**src/rtl/idu1_sb.sv**
```systemverilog
// rtl/idu1_sb.sv - decode-to-issue stage: register file, scoreboard, operand capture, output register
// Optional macro IDU1_SB_FWD_EN: same-cycle writeback bypass into operand capture and scoreboard clear.
module idu1_sb #(
  parameter int              XLEN                     = 32,
  parameter int              NUM_WB                   = 2,
  parameter int              CTRL_W                   = 64,
  parameter logic [XLEN-1:0] STACK_POINTER_INIT_VALUE = 32'h80000000
) (
  input  logic                   clk,
  input  logic                   rst_n,
  input  logic                   in_valid,
  output logic                   in_ready,
  input  logic                   in_rs1_en,
  input  logic [4:0]             in_rs1_addr,
  input  logic                   in_rs2_en,
  input  logic [4:0]             in_rs2_addr,
  input  logic                   in_rd_en,
  input  logic [4:0]             in_rd_addr,
  input  logic [CTRL_W-1:0]      in_ctrl,
  output logic                   out_valid,
  input  logic                   out_ready,
  output logic [XLEN-1:0]        out_rs1_data,
  output logic [XLEN-1:0]        out_rs2_data,
  output logic                   out_rd_en,
  output logic [4:0]             out_rd_addr,
  output logic [CTRL_W-1:0]      out_ctrl,
  input  logic [NUM_WB-1:0]      wb_valid,
  input  logic [NUM_WB*5-1:0]    wb_addr,
  input  logic [NUM_WB*XLEN-1:0] wb_data,
  input  logic                   flush,
  output logic [31:0]            sb_pending
);

  logic [XLEN-1:0] rf [1:31];
  logic [31:0]     pending;
  logic [31:0]     pending_nxt;
  logic [31:0]     wb_hit;
  logic [31:0]     clr;
  logic            hazard;
  logic            accept;
  logic [XLEN-1:0] rs1_val;
  logic [XLEN-1:0] rs2_val;

  always_comb begin
    wb_hit = '0;
    for (int i = 0; i < NUM_WB; i++) begin
      if (wb_valid[i]) wb_hit[wb_addr[i*5 +: 5]] = 1'b1;
    end
    wb_hit[0] = 1'b0;
  end

`ifdef IDU1_SB_FWD_EN
  assign clr = wb_hit;
`else
  assign clr = '0;
`endif

  assign hazard = in_valid &
                  ((in_rs1_en & pending[in_rs1_addr] & ~clr[in_rs1_addr]) |
                   (in_rs2_en & pending[in_rs2_addr] & ~clr[in_rs2_addr]) |
                   (in_rd_en  & pending[in_rd_addr]  & ~clr[in_rd_addr]));
  assign in_ready   = (~out_valid | out_ready) & ~hazard & ~flush;
  assign accept     = in_valid & in_ready;
  assign sb_pending = pending;

  // Later ports overwrite earlier ones, so the highest-index match supplies the bypass value.
  always_comb begin
    rs1_val = '0;
    rs2_val = '0;
    if (in_rs1_en && in_rs1_addr != 5'd0) rs1_val = rf[in_rs1_addr];
    if (in_rs2_en && in_rs2_addr != 5'd0) rs2_val = rf[in_rs2_addr];
`ifdef IDU1_SB_FWD_EN
    for (int i = 0; i < NUM_WB; i++) begin
      if (wb_valid[i] && in_rs1_en && in_rs1_addr != 5'd0 && wb_addr[i*5 +: 5] == in_rs1_addr)
        rs1_val = wb_data[i*XLEN +: XLEN];
      if (wb_valid[i] && in_rs2_en && in_rs2_addr != 5'd0 && wb_addr[i*5 +: 5] == in_rs2_addr)
        rs2_val = wb_data[i*XLEN +: XLEN];
    end
`endif
  end

  // Set after clear so a same-cycle accept keeps the register pending.
  always_comb begin
    pending_nxt = pending & ~wb_hit;
    if (flush && out_valid && out_rd_en) pending_nxt[out_rd_addr] = 1'b0;
    if (accept && in_rd_en) pending_nxt[in_rd_addr] = 1'b1;
    pending_nxt[0] = 1'b0;
  end

  always_ff @(posedge clk or negedge rst_n) begin
    if (!rst_n) begin
      for (int r = 1; r < 32; r++) rf[r] <= (r == 2) ? STACK_POINTER_INIT_VALUE : '0;
    end else begin
      for (int i = 0; i < NUM_WB; i++) begin
        if (wb_valid[i] && wb_addr[i*5 +: 5] != 5'd0)
          rf[wb_addr[i*5 +: 5]] <= wb_data[i*XLEN +: XLEN];
      end
    end
  end

  always_ff @(posedge clk or negedge rst_n) begin
    if (!rst_n) begin
      pending      <= '0;
      out_valid    <= 1'b0;
      out_rs1_data <= '0;
      out_rs2_data <= '0;
      out_rd_en    <= 1'b0;
      out_rd_addr  <= '0;
      out_ctrl     <= '0;
    end else begin
      pending <= pending_nxt;
      if (flush)          out_valid <= 1'b0;
      else if (accept)    out_valid <= 1'b1;
      else if (out_ready) out_valid <= 1'b0;
      if (accept) begin
        out_rs1_data <= rs1_val;
        out_rs2_data <= rs2_val;
        out_rd_en    <= in_rd_en;
        out_rd_addr  <= in_rd_addr;
        out_ctrl     <= in_ctrl;
      end
    end
  end

  // A writeback must always retire a register the scoreboard is tracking.
  for (genvar g = 0; g < NUM_WB; g++) begin : g_wb_chk
    wb_to_pending_a: assert property (@(posedge clk) disable iff (!rst_n)
      (wb_valid[g] && wb_addr[g*5 +: 5] != 5'd0) |-> pending[wb_addr[g*5 +: 5]]);
  end

endmodule

```
**config.mk**
```make
export PLATFORM = sky130hd
export DESIGN_NAME = idu1_sb
export DESIGN_NICKNAME = d
export VERILOG_FILES = /design/src/rtl/idu1_sb.sv
export SDC_FILE = /design/constraint.sdc
export NUM_CORES = 2
export LEC_CHECK = 0
export ABC_CLOCK_PERIOD_IN_PS = 5300
export CAP_MARGIN = 30
export CORE_UTILIZATION = 45
export CTS_CLUSTER_SIZE = 12
export DETAILED_ROUTE_END_ITERATION = 10
export PLACE_DENSITY = 0.73
export SLEW_MARGIN = 20
export SYNTH_ARGS = -nofsm -noshare
export SYNTH_HDL_FRONTEND = slang
export SYNTH_SLANG_ARGS = --single-unit
export TNS_END_PERCENT = 100
```
**constraint.sdc**
```tcl
create_clock -name clk -period 5.3 [get_ports clk]
set_input_delay 1.59 -clock clk [delete_from_list [all_inputs] [get_ports clk]]
set_output_delay 1.59 -clock clk [all_outputs]
set_load 0.03 [all_outputs]
```
# == Word-level counts from Yosys, hierarchy flattened ==
# Memories as Yosys holds them, arrays and structs flattened.
# Cells that the tools add are included.
# totals
reg_bits,1158
mem_bits_ro,96
inputBits,163
output_inout_bits,168
wordCells,144
n_memories,3
# classes
n_lt_le_gt_ge,16
muxes,40
bitwise,29
reduce_logical,18
# memory_table
name,depth,width,read_ports,rd_clocked_by_memory_dff,wr,line,rtl
(no name shown),32,1,1,0,0,61,(in_rd_en & pending[in_rd_addr] & ~clr[in_rd_addr]));
(no name shown),32,1,1,0,0,60,(in_rs2_en & pending[in_rs2_addr] & ~clr[in_rs2_addr]) |
(no name shown),32,1,1,0,0,59,((in_rs1_en & pending[in_rs1_addr] & ~clr[in_rs1_addr]) |
# op_table
cell,n
992-bit bitwise mux,2
992-bit two-way mux,2
32-bit two-way mux,12
32-bit binary-select mux with 5-bit select,2
32-bit demux with 5-bit select,2
32-bit bitwise AND,2
32-bit inverter,2
32-bit bitwise OR,2
5-bit by 6-bit < comparator with 1-bit output (second input constant),6
6-bit greater-or-equal comparator (second input constant),4
5-bit inverter with 6-bit output,4
1-bit demux with 5-bit select,4
5-bit by 1-bit greater-or-equal comparator with 1-bit output (second input constant),4
5-bit nonzero test,4
1-bit binary-select mux with 5-bit select,3
1-bit logical AND,13
1-bit two-way mux,13
6-bit by 1-bit < comparator with 1-bit output (second input constant),2
1-bit bitwise AND,10
1-bit inverter,6
1-bit bitwise OR,3
3-bit nonzero test,1

# == Logic depth before layout (Yosys ltp) ==
# depth
ltp_word,13
depth_mapped,11
mapped_depth_nobuf,7

# == Least setup slack after synthesis ==
# OpenSTA, ideal clock, no wires.
# synth_path
kind,input to output
startpoint,in in_rs2_addr[0]
endpoint,out in_ready
arrival_ns,3.311
required_ns,3.710
setup_slack_ns,0.399
cell_stages,8
n_path_buf,2
path_cell_list,buf_2 buf_2 mux4_2 mux2i_1 o211ai_1 o211a_1 a211oi_2 o21a_1
# synth_via
elab_chain_cells,10
elab_cells_between_ends,13
classes_between,3 x mux; 9 x bitwise; 1 x memory
# synth_lines
element,line,rtl
"start, declared",16,"input logic [4:0] in_rs2_addr,"
memory 32 x 1 bit or 1-bit binary-select mux with 5-bit select (tied branches),-,
1-bit two-way mux (not written as such),60,
1-bit inverter or 1-bit bitwise AND (tied branches),60,
1-bit bitwise AND *,60,
1-bit bitwise OR *,59,
1-bit bitwise OR *,60,
1-bit bitwise AND *,58,assign hazard = in_valid &
1-bit inverter *,62,assign in_ready = (~out_valid | out_ready) & ~hazard & ~flush;
1-bit bitwise AND * (2 in series),62,
"end, declared",12,"output logic in_ready,"
# Mark *: on every way between the ends. The rest lies on a longest branch, timed or not. The select of a mux whose other input is x is not followed.

# == Final worst setup path ==
# layout_path
startpoint,in in_rd_addr[3]
endpoint,out in_ready
# layout_via
elab_chain_cells,9
elab_cells_between_ends,12
classes_between,3 x mux; 8 x bitwise; 1 x memory
# layout_lines
element,line,rtl
"start, declared",18,"input logic [4:0] in_rd_addr,"
memory 32 x 1 bit or 1-bit binary-select mux with 5-bit select (tied branches),-,
1-bit two-way mux (not written as such),61,
1-bit inverter or 1-bit bitwise AND (tied branches),61,
1-bit bitwise AND *,61,
1-bit bitwise OR *,60,
1-bit bitwise AND *,58,
1-bit inverter *,62,
1-bit bitwise AND * (2 in series),62,
# Marks and branches as above.

==> flow_summary.html <==
<table>
<tr><th>Metric</th><th>Value</th></tr>
<tr><th colspan="2">Status</th></tr>
<tr><td>Status</td><td>completed</td></tr>
<tr><th colspan="2">Route</th></tr>
<tr><td>Wire length per cell</td><td>33.2 µm</td></tr>
<tr><td>Initial DRT Pass Iterations</td><td>7</td></tr>
<tr><td>Routed wire length</td><td>278 mm</td></tr>
<tr><td>Via Count</td><td>58500</td></tr>
<tr><td>Antenna viol nets, final</td><td>0</td></tr>
<tr><td>Initial drt markers</td><td>9646</td></tr>
<tr><td>Number of remaining DRC errors</td><td>0</td></tr>
<tr><td>Drt via density</td><td>6.98</td></tr>
<tr><th colspan="2">Finish</th></tr>
<tr><td>Most frequent cells in the layout</td><td>dfrtp_1 (1157), mux2i_1 (789), nor2_1 (598), mux4_2 (588), nand2_1 (522)</td></tr>
<tr><td>Area growth from synthesis to layout</td><td>15.8%</td></tr>
<tr><td>Final standard cell utilization of the core</td><td>52.6%</td></tr>
<tr><td>Share of post-route cells with drive strength above 1</td><td>21.1%</td></tr>
<tr><td>NumNets Final</td><td>6392</td></tr>
<tr><td>Most common cell after layout, fill and taps aside</td><td>dfrtp_1</td></tr>
<tr><th colspan="2">Synth</th></tr>
<tr><td>EDFF count, synth</td><td>0</td></tr>
<tr><td>Cell taking the most area after synthesis</td><td>dfrtp_1</td></tr>
<tr><td>Combined area of all synthesized cells</td><td>69000 µm²</td></tr>
<tr><td>Proportion of synthesized chip area in sequential cells</td><td>42.0%</td></tr>
<tr><td>Cells taking the most area after synthesis</td><td>dfrtp_1 (42%), mux4_2 (19%), mux2i_1 (11%), o21ai_0 (3.6%), a21oi_1 (3.5%)</td></tr>
<tr><td>Number of register bits inferred by synthesis</td><td>1158</td></tr>
<tr><td>Number of distinct library cells after synthesis</td><td>54</td></tr>
<tr><td>Number of warnings reported in the yosys synthesis log</td><td>0</td></tr>
<tr><td>Synthesized netlist net count</td><td>6382</td></tr>
<tr><td>Number of standard cells after synthesis</td><td>6219</td></tr>
<tr><td>Portion of synthesized cell area occupied by the leading cell type</td><td>42.0%</td></tr>
<tr><td>Mean instance size in the synthesized netlist</td><td>11.1 µm²</td></tr>
<tr><td>Dominant register cell in the synthesized netlist</td><td>dfrtp_1</td></tr>
<tr><td>Post-synth ARST share</td><td>100%</td></tr>
<tr><th colspan="2">Min path</th></tr>
<tr><td>HP Class</td><td>reg -&gt; reg</td></tr>
<tr><td>Terminating pin of the worst hold path</td><td>out_ctrl[56]</td></tr>
<tr><td>Number of cells on the worst hold path</td><td>1</td></tr>
<tr><td>Launch instance of the worst min-delay path</td><td>out_ctrl[56]</td></tr>
<tr><th colspan="2">Pwr</th></tr>
<tr><td>PD cells</td><td>385 nW/µm²</td></tr>
<tr><td>Total chip power</td><td>30.8 mW</td></tr>
<tr><td>Peak supply drop</td><td>0.000285 V</td></tr>
<tr><td>Leakage dissipation</td><td>35.4 nW</td></tr>
<tr><th colspan="2">Clock network</th></tr>
<tr><td>Clock sinks</td><td>1158</td></tr>
<tr><td>Clock transition at the registers of the reported paths</td><td>0.05 ns</td></tr>
<tr><td>Hold Buf Count CTS</td><td>0</td></tr>
<tr><td>Clock tree from TritonCTS</td><td>built</td></tr>
<tr><td>CTS HTree Levels</td><td>4</td></tr>
<tr><td>Worst-skew pair later-pin latency</td><td>0.79 ns</td></tr>
<tr><td>Number of CTS-inserted buffers</td><td>132</td></tr>
<tr><td>Root buffer selected by CTS</td><td>clkbuf_16</td></tr>
<tr><td>Number of buffers on the longest clock path</td><td>3</td></tr>
<tr><th colspan="2">Worst setup path</th></tr>
<tr><td>Critical path, cell by cell</td><td>clkdlybuf4s50_1 -&gt; buf_4 -&gt; nand3b_1 -&gt; o32ai_2 -&gt; nor4b_2 -&gt; buf_4 -&gt; o211ai_1 -&gt; a211oi_2 -&gt; o21a_1 -&gt; buf_12</td></tr>
<tr><td>Biggest fanout along the worst timing path</td><td>5</td></tr>
<tr><td>Most prevalent standard cell on the critical path</td><td>buf_4</td></tr>
<tr><td>R2r worst-path depth</td><td>11</td></tr>
<tr><td>Category of the worst setup path launch point</td><td>input pin</td></tr>
<tr><td>Peak per-stage delay on the critical path</td><td>0.50 ns</td></tr>
<tr><td>Critical-path top delay cell</td><td>clkdlybuf4s50_1</td></tr>
<tr><td>WS Path Type</td><td>in -&gt; out</td></tr>
<tr><td>Worst R2R End</td><td>out_ctrl[55]</td></tr>
<tr><td>Critical path endpoint category</td><td>primary output</td></tr>
<tr><td>Reg-to-Reg Start</td><td>sb_pending[23]</td></tr>
<tr><td>Arrival time of the worst setup path</td><td>3.62 ns</td></tr>
<tr><td>Worst endpoint required time</td><td>3.71 ns</td></tr>
<tr><td>Reg-to-reg slack, setup</td><td>1.82 ns</td></tr>
<tr><td>Crit-path leading delay family</td><td>buffers and inverters</td></tr>
<tr><td>Buf/Inv on CP</td><td>4</td></tr>
<tr><th colspan="2">STA</th></tr>
<tr><td>Achievable clock frequency</td><td>192 MHz</td></tr>
<tr><td>Worst-case clock skew</td><td>0.0284 ns</td></tr>
<tr><td>Final worst-path cycle share</td><td>98.4%</td></tr>
<tr><td>Final worst slack</td><td>0.0858 ns</td></tr>
<tr><td>Actual slew at the worst max-slew pin</td><td>1.10 ns</td></tr>
<tr><td>Final Max Tran Viols</td><td>0</td></tr>
<tr><td>Final Hold Viols</td><td>0</td></tr>
<tr><td>Total negative slack</td><td>0 ns</td></tr>
<tr><td>Final setup fails</td><td>0</td></tr>
<tr><td>Max-slew headroom</td><td>26.4%</td></tr>
<tr><td>Post-layout minimum cycle time</td><td>5.21 ns</td></tr>
<tr><th colspan="2">Floorplan</th></tr>
<tr><td>Num ports</td><td>331</td></tr>
<tr><td>Initial Util</td><td>45.4%</td></tr>
<tr><td>Vertical extent of the die</td><td>394 µm</td></tr>
<tr><td>Die X-Extent</td><td>394 µm</td></tr>
<tr><td>Overall die area</td><td>155000 µm²</td></tr>
<tr><td>Area inside the core boundary</td><td>152000 µm²</td></tr>
<tr><td>Row cnt</td><td>143</td></tr>
<tr><th colspan="2">Global route</th></tr>
<tr><td>Via count of the first global-routing pass</td><td>57100</td></tr>
<tr><td>Remaining global-route overflow</td><td>0</td></tr>
<tr><td>Initial antenna violation count</td><td>33</td></tr>
<tr><td>Pin count of the biggest net entering global routing</td><td>117</td></tr>
<tr><td>Global-route total usage across every layer</td><td>35.4%</td></tr>
<tr><td>Global-route wire length before repair</td><td>401 mm</td></tr>
<tr><th colspan="2">Placement</th></tr>
<tr><td>GP Congestion</td><td>0.954</td></tr>
<tr><td>Worst setup slack before clock tree synthesis</td><td>-0.264 ns</td></tr>
<tr><td>Number of buffer cells added on primary ports</td><td>329</td></tr>
<tr><td>Half-perimeter wire length of the detailed placement result</td><td>162 mm</td></tr>
<tr><th colspan="2">Flow run</th></tr>
<tr><td>Max-cap viol count</td><td>0</td></tr>
</table>
registers in the layout, indices dropped and copies added, names as in the netlist:
name and count:
out_rd_addr 5, out_valid 1, out_rs2_data 32, sb_pending 31
rf 992, out_rs1_data 32, out_ctrl 64, out_rd_en 1
kinds of logic after synthesis:
kind of cell	count (synthesis)	synth area share, %
flip-flops	1158	42.0
multiplexers	1579	34.0
buffers and inverters	749	4.36
AND/OR/NAND/NOR	1336	7.81
other	1	0.00543
AO/OA/AOI/OAI	1396	11.8
report_power, final:
part	total (mW)	switching, mW	internal [mW]
Sequential	13.0	1.89	11.1
Combinational	8.40	3.84	4.56
Clock	9.33	3.93	5.40
cells in the mapped netlist, types with 2 or more instances:
master	number
a21oi_1	480
a221oi_1	3
a22o_1	64
a22oi_1	225
a32oi_1	31
and2_1	21
and3_1	5
and3b_1	4
buf_1	90
buf_2	80
buf_6	12
clkbuf_1	555
dfrtp_1	1157
inv_1	11
mux2_1	61
mux2_2	123
mux2_4	18
mux2i_1	789
mux4_2	588
nand2_1	557
nand2b_1	5
nand3_1	13
nand3b_1	18
nor2_1	633
nor2b_1	11
nor3_1	39
nor4_1	2
nor4b_1	2
o2111ai_1	23
o211ai_1	6
o21ai_0	501
o21ai_1	18
o221a_2	2
o22ai_1	2
o31ai_1	33
o32ai_1	2
or2_2	4
or3_1	7
or3b_2	9
cell type report:
cell class / count / area (µm²)
Antenna cell: 25 / 62.6
Clock buffer: 205 / 4010
Clock inverter: 27 / 314
Fill cell: 12800 / 72200
Inverter: 11 / 41.3
Multi-Input combinational cell: 4312 / 37500
Sequential cell: 1158 / 29000
Tap cell: 2030 / 2540
Timing Repair Buffer: 614 / 6460
metrics by stage:
stage / hold slack [ns] / cell area (µm²) / cells
global placement: 0.472 / 75000 / 8093
global route: 0.510 / 79900 / 8364
finish: 0.489 / 79900 / 8382
CTS: 0.493 / 79700 / 8352
detailed placement: 0.481 / 75400 / 8119
floorplan: 0.484 / 69000 / 6219
per-layer routing:
| metal | vias to the layer above | global-route usage (%) | wire, µm |
|---|---|---|---|
| met2 | 5283 | 49.7 | 117000 |
| met1 | 28700 | 43.1 | 94400 |
| met5 | - | 1.23 | 367 |
| met3 | 1434 | 16.0 | 43400 |
| met4 | 36 | 24.8 | 22500 |
| li1 | 23000 | - | - |
how the worst max path moves through the flow:
stage                         startpoint  endpoint  slack [ns]  depth (start not counted)
after floorplan           in_rs2_addr[0]  in_ready        0.40                          8
final                      in_rd_addr[3]  in_ready        0.09                         10
after CTS                  in_rd_addr[4]  in_ready        0.03                         10
after detailed placement   in_rd_addr[1]  in_ready       -0.26                          9
after global routing       in_rd_addr[3]  in_ready      -0.005                          9
after global placement     in_rd_addr[1]  in_ready       -0.37                          9
timing repair:
item                                   in CTS  in global routing
resized for setup                           3                  5
pin swaps                                   2                  2
setup buffers                               1                  1
endpoints found under the hold margin       0                  0
setup endpoints to repair                   1                  1
(Power assumes the default switching activity.)
